$ cat config.mk
export PLATFORM = sky130hd
export DESIGN_NAME = sprom_stream
export DESIGN_NICKNAME = d
export VERILOG_FILES = /design/src/rtl/sprom_stream.sv
export SDC_FILE = /design/constraint.sdc
export NUM_CORES = 1
export LEC_CHECK = 0
export CORE_MARGIN = 8
export CORE_UTILIZATION = 35
export DETAILED_ROUTE_END_ITERATION = 16
export DONT_BUFFER_PORTS = 1
export SYNTH_ARGS = -nofsm -noshare
export SYNTH_HDL_FRONTEND = slang
export SYNTH_SLANG_ARGS = --single-unit
$ cat constraint.sdc
create_clock -name clk -period 3.5 [get_ports clk]
set_clock_uncertainty 0.1 [all_clocks]
set_input_delay 0.35 -clock clk [delete_from_list [all_inputs] [get_ports clk]]
set_output_delay 0.35 -clock clk [all_outputs]
set_load 0.01 [all_outputs]
$ cat src/rtl/sprom_stream.sv
// Burst sequencer for a latency-1 ROM port, re-emitting read data as a valid/ready stream.
// Optional `SPROM_STREAM_LAST_EN adds an out_last flag marking the final beat of each burst.
module sprom_stream #(
    parameter int unsigned A = 6,
    parameter int unsigned D = 32
) (
    input  logic         clk,
    input  logic         rst,
    input  logic         req_valid,
    output logic         req_ready,
    input  logic [A-1:0] req_base,
    input  logic [A:0]   req_len,
    output logic         rom_en,
    output logic [A-1:0] rom_addr,
    input  logic [D-1:0] rom_data,
    output logic         out_valid,
    input  logic         out_ready,
    output logic [D-1:0] out_data,
`ifdef SPROM_STREAM_LAST_EN
    output logic         out_last,
`endif
    output logic         busy
);

    typedef enum logic [1:0] {StIdle, StRun, StDrain} state_e;

    state_e         state_q, state_d;
    logic [A-1:0]   ptr_q, ptr_d;
    logic [A:0]     rem_q, rem_d;
    logic           inflight_q;
    logic [D-1:0]   mem_q [2];
    logic           wr_ptr_q, rd_ptr_q;
    logic [1:0]     count_q, count_d;
    logic           pop, push, issue;
    logic [2:0]     credit;

    assign pop    = out_valid & out_ready;
    assign push   = inflight_q;
    // Entries the buffer will hold after this cycle if nothing new is issued.
    assign credit = {1'b0, count_q} + {2'b0, inflight_q} - {2'b0, pop};

    always_comb begin
        state_d   = state_q;
        ptr_d     = ptr_q;
        rem_d     = rem_q;
        req_ready = 1'b0;
        issue     = 1'b0;
        case (state_q)
            StIdle: begin
                req_ready = 1'b1;
                if (req_valid && req_len != '0) begin
                    ptr_d   = req_base;
                    rem_d   = req_len;
                    state_d = StRun;
                end
            end
            StRun: begin
                issue = (rem_q != '0) && (credit < 3'd2);
                if (issue) begin
                    ptr_d = ptr_q + A'(1);
                    rem_d = rem_q - (A+1)'(1);
                    if (rem_q == (A+1)'(1)) begin
                        state_d = StDrain;
                    end
                end
            end
            StDrain: begin
                if (!inflight_q && (count_q == 2'd0 || (count_q == 2'd1 && pop))) begin
                    state_d = StIdle;
                end
            end
            default: state_d = StIdle;
        endcase
    end

    assign count_d   = count_q + {1'b0, push} - {1'b0, pop};
    assign rom_en    = issue;
    assign rom_addr  = ptr_q;
    assign busy      = (state_q != StIdle);
    assign out_valid = (count_q != 2'd0);
    assign out_data  = mem_q[rd_ptr_q];

    always_ff @(posedge clk or negedge rst) begin
        if (!rst) begin
            state_q    <= StIdle;
            ptr_q      <= '0;
            rem_q      <= '0;
            inflight_q <= 1'b0;
            wr_ptr_q   <= 1'b0;
            rd_ptr_q   <= 1'b0;
            count_q    <= 2'd0;
            for (int i = 0; i < 2; i++) begin
                mem_q[i] <= '0;
            end
        end else begin
            state_q    <= state_d;
            ptr_q      <= ptr_d;
            rem_q      <= rem_d;
            inflight_q <= issue;
            count_q    <= count_d;
            if (push) begin
                mem_q[wr_ptr_q] <= rom_data;
                wr_ptr_q        <= ~wr_ptr_q;
            end
            if (pop) begin
                rd_ptr_q <= ~rd_ptr_q;
            end
        end
    end

`ifdef SPROM_STREAM_LAST_EN
    logic last_q [2];
    logic inflight_last_q;

    assign out_last = last_q[rd_ptr_q];

    always_ff @(posedge clk or negedge rst) begin
        if (!rst) begin
            inflight_last_q <= 1'b0;
            last_q[0]       <= 1'b0;
            last_q[1]       <= 1'b0;
        end else begin
            inflight_last_q <= issue && (rem_q == (A+1)'(1));
            if (push) begin
                last_q[wr_ptr_q] <= inflight_last_q;
            end
        end
    end
`endif

endmodule

-- After elaboration in Yosys (flattened, before gate mapping)
Cells that the tools add are included.
W data, S select, Z words.
- flip-flop bits (word level): 84
- latch bits: 0
- RAM bits: 0
- ROM bits: 0
- bits of input ports: 49
- output and inout bits: 42
- word-level logic and storage cells: 67
- memories: 0
- add/sub/neg operators: 6
- multiply operators: 0
- divide/modulo/power cells: 0
- $lt $le $gt $ge: 4
- equality and inequality tests: 8
- shift-type cells: 0
- mux-type cells: 19
- bitwise gates (word level): 5
- reduce and logical (&&, ||, !) cells: 16
- operators by type and width (operator ; count):
    $mux W32 ; 4
    $bwmux W64 ; 1
    $demux W32 S1 ; 1
    $mux W7 ; 2
    $pmux W7 S2 ; 1
    $reduce_bool A7 Y1 ; 2
    $mux W6 ; 2
    $pmux W6 S2 ; 1
    $mux W2 ; 4
    $ne A2 B2 Y1 const B ; 4
    $eq A7 B1 Y1 const B ; 1
    $sub A7 B1 Y7 const B ; 1
    $add A6 B1 Y6 const B ; 1
    $pmux W2 S3 ; 1
    $reduce_bool A2 Y1 ; 3
    $logic_and A1 B1 Y1 ; 5
    $eq A2 B1 Y1 const B ; 2
    $ge A2 B2 Y1 const B ; 2
    $logic_not A2 Y1 ; 2
    $not A1 Y2 ; 2
    $reduce_and A4 Y1 ; 1
    $add A2 B1 Y3 ; 1
    $lt A3 B2 Y1 const B ; 1
    $reduce_and A3 Y1 ; 1
    10 further kinds ; 12

-- Logic depth before layout (Yosys ltp)
Gate-level depths: netlist of the first run.
- word-level depth: 7
- gate-level depth with buffers: 13
- gate-level depth less buffers: 13

-- Worst setup path after synthesis of the first run
OpenSTA, ideal clock, no wires.
- kind: reg2out
- start point: reg count_q[1]
- end point: out rom_en
- arrival time: 2319 ps
- required time: 3050 ps
- setup slack: 731 ps
- cell stages (with the launch flop): 11
- buffers on the path: 0
- cells stage by stage: dfrtp_1 inv_1 nand2_1 and2_1 ha_1 inv_1 ha_1 fa_1 nor3_4 nand2_2 clkinv_2
- cells in the longest elaborated chain, start to end: 6
- elaborated cells on any way between the ends: 7
- those cells by class: 2 x add/sub; 1 x order compare; 1 x mux; 1 x bitwise; 2 x reduce/logical
- ends and longest elaborated chain (item ; RTL line ; text):
    start, declared ; 33 ; logic [1:0] count_q, count_d;
    start signal, assigned ; 100 ; count_q <= count_d;
    $reduce_bool A2 Y1 ; 80 ; assign out_valid = (count_q != 2'd0);
    net out_valid ; 16 ; output logic out_valid,
    $and A1 B1 Y1 ; 37 ; assign pop = out_valid & out_ready;
    net pop ; 34 ; logic pop, push, issue;
    $sub A3 B1 Y3 ; 40 ; assign credit = {1'b0, count_q} + {2'b0, inflight_q} - {2'b0, pop};
    $lt A3 B2 Y1 ; 58 ; issue = (rem_q != '0) && (credit < 3'd2);
    $logic_and A1 B1 Y1 ; 58 ;
    $mux W1 ; 48 ; case (state_q)
    end, declared ; 13 ; output logic rom_en,
The timed path passes the listed nets, and every way through them passes these cells.

-- Worst setup path after layout of the first run
Same ends and word-level chain as after synthesis.

==> results.md, run 1 <==
* Status: complete, no violations
* Fin crit period at ~3.3 ns
* Diodes inserted at 0
* Initial antenna violation count at 0
* Peak VDD IR at between 0.5 and 0.6 mV
* Hpwl dp at between 5 and 6 mm
* Final Cycle Share at a little over 90%
* Largest net degree at the start of global routing at 85
* Routed Antenna Nets at 0
* Clock slew at reported path FFs at roughly 0.09 ns
* Row cnt at 38
* Syn Inst Count at between 200 and 300
* Most frequent cells in the layout: mux2_2 (94), dfrtp_1 (83), dlygate4sd3_1 (25), nor2_1 (20), clkbuf_8 (11)
* Worst EP required at just over 3 ns
* Post-DP Area at roughly 0.0041 mm²
* Net count, final at about 380
* Sink of the worst hold path: mem_q[9]
* Max Slew Vio Count at 0
* Sequential standard cell area at 0.00210 mm²
* Post-route cell area at about 0.0045 mm²
* CTS Buf Count at 9
* Syn_nets at between 300 and 400
* Hold path startpoint: rom_data[9]
* GRT overflow at 0
* Worst r2r dst: rem_q[2]
* Post-synth cell types at 45
* Gp weighted congestion at ~0.84
* Clock tree from TritonCTS: built
* Hold path depth at 1
* Routed length per instance at between 15 and 20 µm
* Post-Synthesis Cell Area at roughly 0.0039 mm²
* Drt first pass iters at 4
* Worst-path cell chain: inv_1, nand2_1, and2_1, ha_1, inv_1, ha_1, fa_1, xnor2_1, nor3_4, nand2_2, clkinv_2
* Slew margin rel. at between 30% and 40%
* Crit path largest cell delay at approximately 0.42 ns
* Worst reg2reg startpoint: count_q[1]
* Worst-margin pin slew at just over 1 ns
* Syn avg cell area at between 10 and 15 µm²
* Area delta synth->final at 15.4%
* Worst Reg-to-Reg Cells at 13
* FF+latch count, synth at 84
* Post-synthesis sequential area ratio at approximately 53%
* Crit path kind: reg2out
* Synth Flop Type: dfrtp_1
* CTS max path bufs at 2
* Final hold vios at 0
* Core Area at between 0.01 and 0.015 mm²
* Worst EP arrival at approximately 2.8 ns
* Share of cells above drive strength 1 at between 30% and 40%
* Largest area contributor in the netlist: dfrtp_1
* Slowest CP cell: dfrtp_1
* # IOs at 91
* Synth top area share at between 50% and 60%
* Worst skew pair latency at 0.36 ns
* # port buffers at 0
* Clk sinks at 84
* Vias in the first global route at 2607
* DR vias at 2417
* Fillers at ~1000
* Core Util, Final at about two fifths
* CP Launch Type: flip-flop
* Nature of the critical path endpoint: output pin
* DIE AREA at about 0.015 mm²
* HP Class: in2reg
* Post-route DRC at 0
* PwrDens at 978 mW/mm²
* Crit path max-delay family: adder cells
* Vias per cell at roughly 5.2
* Yosys warns at 0
* Area of the multi-input gates at between 0.0015 and 0.002 mm²
* R2R Setup Slk at roughly 0.38 ns
* Final setup vio count at 0
* Setup TNS at 0 ns
* Asr flop ratio synth at 100%
* WP depth at 11
* Die width at ~120 µm
* CTS H-tree lvls at 3
* Routed WL at 8.59 mm
* Leakage Power at 1.87 nW
* Total track usage at 12.1%
* Buffers & Inverters on Critical Path at 3
* RSZ-0062 raised after global routing: false
* First-pass GRT wire length at approximately 14 mm
* Post-CTS sizing at 0
* Most common cell after layout, fill and taps aside: mux2_2
* Initial Utilization at 36.2%
* EDFF count, synth at 0
* Synth area leaders: dfrtp_1 (53%), mux2_2 (27%), ha_1 (1.9%), nor2_1 (1.9%), o221a_1 (1.4%)
* Max cap viols at 0
* Initial DRC count at just under 100
* Highest clock rate at approximately 310 MHz
* Root Driver: clkbuf_8
* Die Y at 122 µm
* CP max FO at 7
logic make-up after synthesis:
| family | Yosys count | synth area share, % |
|---|---|---|
| multiplexers | 96 | 27.5 |
| flip-flops | 84 | 53.4 |
| AND/OR/NAND/NOR | 55 | 7.09 |
| AO/OA/AOI/OAI | 29 | 6.29 |
| buffers and inverters | 24 | 2.67 |
| adder cells (fa/ha/maj) | 7 | 2.42 |
| XOR/XNOR | 3 | 0.668 |
registers in the layout, indices dropped and copies added (netlist names):
name,count
inflight_q,1
count_q,2
rom_addr,6
state_q,2
rem_q,7
wr_ptr_q,1
mem_q,64
rd_ptr_q,1
through the flow:
step / setup slack, ns / power [W] / instances / hold WS, ns
3_3_place_gp: 0.565 / 0.00365 / 424 / -0.0434
6_report: 0.236 / 0.00444 / 467 / 0.0323
3_5_place_dp: 0.509 / 0.00373 / 424 / -0.0431
5_1_grt: 0.0399 / 0.00479 / 467 / 0.00387
4_1_cts: 0.0802 / 0.00451 / 465 / 0.000130
2_1_floorplan: 0.731 / 0.00333 / 298 / -0.0456
where the power goes:
group / switching [W] / internal, W / leakage, nW
clock network: 0.000351 / 0.000367 / 0.102
logic: 0.000888 / 0.000972 / 0.790
registers: 0.000401 / 0.00147 / 0.981
total: 0.00164 / 0.00280 / 1.87
cell type report:
class,count,area share (%)
repair buffers,27,6.28
clock buffers,12,3.41
inverters,10,0.854
well taps,140,3.85
flip-flops and latches,84,46.3
multi-input cells,190,38.3
clock inverters,4,1.05
cells in the mapped netlist (3+ instances only):
master    instances
mux2_2           94
dfrtp_1          84
nor2_1           20
inv_1             9
nand2_1           7
nand3_1           7
a21oi_1           6
ha_1              6
buf_2             5
o221a_1           5
clkbuf_1          4
o22ai_1           4
buf_1             3
nor3_1            3
layer usage:
| layer | share of wire, % | GRT usage [%] | routed length [µm] | vias to the layer above |
|---|---|---|---|---|
| met1 | 40 | 13.7 | 3450 | 1218 |
| met4 | 1.9 | 5.71 | 165 | 0 |
| li1 | - | - | - | 1114 |
| met2 | 49 | 19.2 | 4180 | 73 |
| met5 | 0 | 0 | 0 | - |
| met3 | 9.3 | 5.60 | 795 | 12 |
worst max path at each step:
stage | start | end | slack (ns)
6_report | count_q[1] | rom_en | 0.24
5_1_grt | count_q[1] | rom_en | 0.04
4_1_cts | count_q[1] | rom_en | 0.08
3_5_place_dp | count_q[1] | rom_en | 0.51
3_3_place_gp | count_q[1] | rom_en | 0.57
2_1_floorplan | count_q[1] | rom_en | 0.73
timing repair:
item | 4_1_cts | 5_1_grt
setup buffers | 0 | 1
setup endpoints to repair | 0 | 1
hold endpoints to repair | 123 | 1
hold buffers | 25 | 1
worst reg2reg max path, delay by kind of cell (launching register included):
family,cells,cell delay (ns)
adders and majority gates,3,0.83
AOI/OAI and AO/OA,2,0.53
and+or+nand+nor,4,0.52
DFF,1,0.42
buffers and inverters,3,0.32
xor gates and xnor gates,1,0.29
Power figures use the tool's default switching activity.
==> run 2: changes to the inputs <==
- PLACE_DENSITY: default -> 0.58
==> run 2 against run 1 <==
Die area stayed put. Via count up 0.83%. Clock power fell by 11%. First-iteration DRC count down 14%. Total power down 0.84%. Global-route usage is 0.31 points higher. Worst setup slack improved by 0.023 ns. Fmax up 0.72%. Register-to-register slack improved by 0.03 ns. Flip-flop and latch count unchanged. Critical path depth unchanged. Final cell count fell by 0.43%.
==> results.md, run 2 (same netlist as run 1, synthesis figures left out) <==
* First-pass GRT wire length at 14.3 mm (+2.4%)
* Most frequent cells in the layout: mux2_2 (94), dfrtp_1 (83), dlygate4sd3_1 (22), nor2_1 (20), clkbuf_8 (11)
* Fin crit period at 3.24 ns (-0.0234 ns)
* Final Hold Slack at 0.0273 ns (-0.00498 ns)
* Max Slew Vio Count at 0 (unchanged)
* Final setup vio count at 0 (unchanged)
* Net count, final at 376 (-0.53%)
* Vias per cell at 5.24 (+1.3%)
* Switching Fraction at 37.8% (+0.91 points)
* Root Driver: clkbuf_8
* Worst EP required at 3.05 ns (about the same)
* Final Cycle Share at 92.6% (-0.67 points)
* Final hold vios at 0 (unchanged)
* Largest net degree at the start of global routing at 85 (unchanged)
* Fillers at 1028 (+0.49%)
* Worst EP arrival at 2.79 ns (-0.02 ns)
* Slew margin rel. at 41.4% (+9.1 points)
* Worst setup path end: rom_en
* Routed length per instance at 19.2 µm (+4.1%)
* R2R Setup Slk at 0.41 ns (+0.03 ns)
* CTS max path bufs at 2 (unchanged)
* CP Launch Type: flip-flop
* Routed WL at 8.91 mm (+3.7%)
* # port buffers at 0 (unchanged)
* Sequential standard cell area at 0.00210 mm² (unchanged)
* Clock power frac at 14.5% (-1.6 points)
* Leakage Power at 1.86 nW (-0.98%)
* Sequential cell fraction of total power at 42.5% (+0.5 points)
* DR vias at 2437 (+0.83%)
* Int Pwr at 0.00274 W (-2.3%)
* Die width at 122 µm (unchanged)
* Peak VDD IR at 0.573 mV (+7.4%)
* Diodes inserted at 0 (unchanged)
* CTS Buf Count at 9 (unchanged)
* Worst-margin pin slew at 0.877 ns (-0.137 ns)
* Combinational share of power at 43.0% (+1.1 points)
* GRT overflow at 0 (unchanged)
* Highest clock rate at 309 MHz (+0.72%)
* Largest Register: mem_q
* Initial DRC count at 83 (-14%)
* Worst skew pair latency at 0.37 ns (about the same)
* Area delta synth->final at 14.2%
* Core Area at 0.0109 mm² (unchanged)
* Share of cells above drive strength 1 at 38.5% (+0.24 points)
* Largest register FFs at 64 (unchanged)
* CP max FO at 7 (unchanged)
* Area of the multi-input gates at 0.00174 mm² (+0.14%)
* Max cap viols at 0 (unchanged)
* Clock slew at reported path FFs at 0.08 ns (about the same)
* Die Y at 122 µm (unchanged)
* PwrDens at 980 mW/mm² (+0.24%)
* Clock tree from TritonCTS: built
* Clk sinks at 84 (unchanged)
* Gp weighted congestion at 0.809 (-3.3%)
* Initial antenna violation count at 0 (unchanged)
* HP Class: in2reg
* Row cnt at 38 (unchanged)
* Setup TNS at 0 ns (unchanged)
* # IOs at 91 (unchanged)
* Non-Filler Instances at 465 (-0.43%)
* Worst Reg-to-Reg Cells at 13 (unchanged)
* Routed Antenna Nets at 0 (unchanged)
* Status: complete, no violations
* Sw power at 0.00167 W (+1.6%)
* Post-route DRC at 0 (unchanged)
* Setup crit start: count_q[1]
* Placed insts at 425 (+0.24%)
* Most common cell after layout, fill and taps aside: mux2_2
* Total track usage at 12.5% (+0.31 points)
* RSZ-0062 raised after global routing: false
* Core Util, Final at 41.3% (-0.45 points)
* Final worst slack at 0.259 ns (+0.0234 ns)
* Nature of the critical path endpoint: output pin
* DIE AREA at 0.0149 mm² (unchanged)
* CTS H-tree lvls at 3 (unchanged)
* Worst reg2reg startpoint: count_q[1]
* Drt first pass iters at 6 (+2)
* Place WS at 0.433 ns (-0.0763 ns)
* Vias in the first global route at 2645 (+1.5%)
* Worst r2r dst: rem_q[6]
* Initial Utilization at 36.2% (unchanged)
* Hpwl dp at 5.88 mm (+4.2%)
* Crit path kind: reg2out
## run 2: cell types whose count changed in the layout (fill, tap and decap cells not counted)
cell / before / now
dlygate4sd3_1: 25 / 22
clkbuf_1: 1 / 3
buf_4: 1 / 2
bufinv_16: 1 / 0
clkinv_2: 3 / 2
clkinvlp_4: 1 / 0
inv_4: 0 / 1
nand2_1: 6 / 5
nand2_2: 2 / 3
## run 2: final cells by class
class                           instances  share of cell area (%)
Clock inverter                          2                   0.223
Timing Repair Buffer                   25                    5.84
Sequential cell                        84                    46.8
Inverter                               10                   0.891
Clock buffer                           14                    3.62
Tap cell                              140                    3.90
Multi-Input combinational cell        190                    38.7
## run 2: how the worst min path moves through the flow
stage | from | end | depth (start not counted) | slack, ns
6_report | rom_data[6] | mem_q[6] | 1 | 0.03
5_1_grt | rom_data[4] | mem_q[4] | 1 | 0.00007
4_1_cts | rom_data[12] | mem_q[12] | 1 | 0.00001
3_5_place_dp | rst | rem_q[1] | 0 | -0.04
3_3_place_gp | rst | rem_q[0] | 0 | -0.04
2_1_floorplan | rst | count_q[0] | 0 | -0.05
## run 2: per-stage QoR
stage	total power (W)	instance area, µm²
finish	0.00441	4500
global route	0.00474	4500
CTS	0.00445	4340
detailed placement	0.00375	4060
global placement	0.00366	4060
floorplan	0.00333	3940
## run 2: repair_timing
action,CTS,global route
endpoints found under the setup margin,1,1
pin swaps,1,0
hold buffers,8,15
buffers inserted,1,0
resized for setup,0,2
endpoints found under the hold margin,90,18
## run 2: power groups by stage
stage / Clock [W] / Combinational, W / Sequential (W)
floorplan: 0 / 0.00163 / 0.00170
global placement: 0 / 0.00181 / 0.00185
detailed placement: 0 / 0.00186 / 0.00189
CTS: 0.000664 / 0.00192 / 0.00187
global route: 0.000706 / 0.00209 / 0.00195
finish: 0.000638 / 0.00190 / 0.00187
## run 2: critical path: stages (launching register included)
cell and delay, ns:
dfrtp_1 0.42, inv_1 0.12, nand2_2 0.10, and2_1 0.20, ha_1 0.27, inv_1 0.04, ha_1 0.18, fa_1 0.37
xnor2_1 0.18, nor3_4 0.23, nand2_2 0.14, inv_4 0.15
## run 2: per-layer routing
layer / wire length, µm / GRT usage [%]
met5: 0 / 0
met4: 187 / 6.63
met3: 873 / 6.71
met2: 4080 / 18.9
met1: 3760 / 13.9
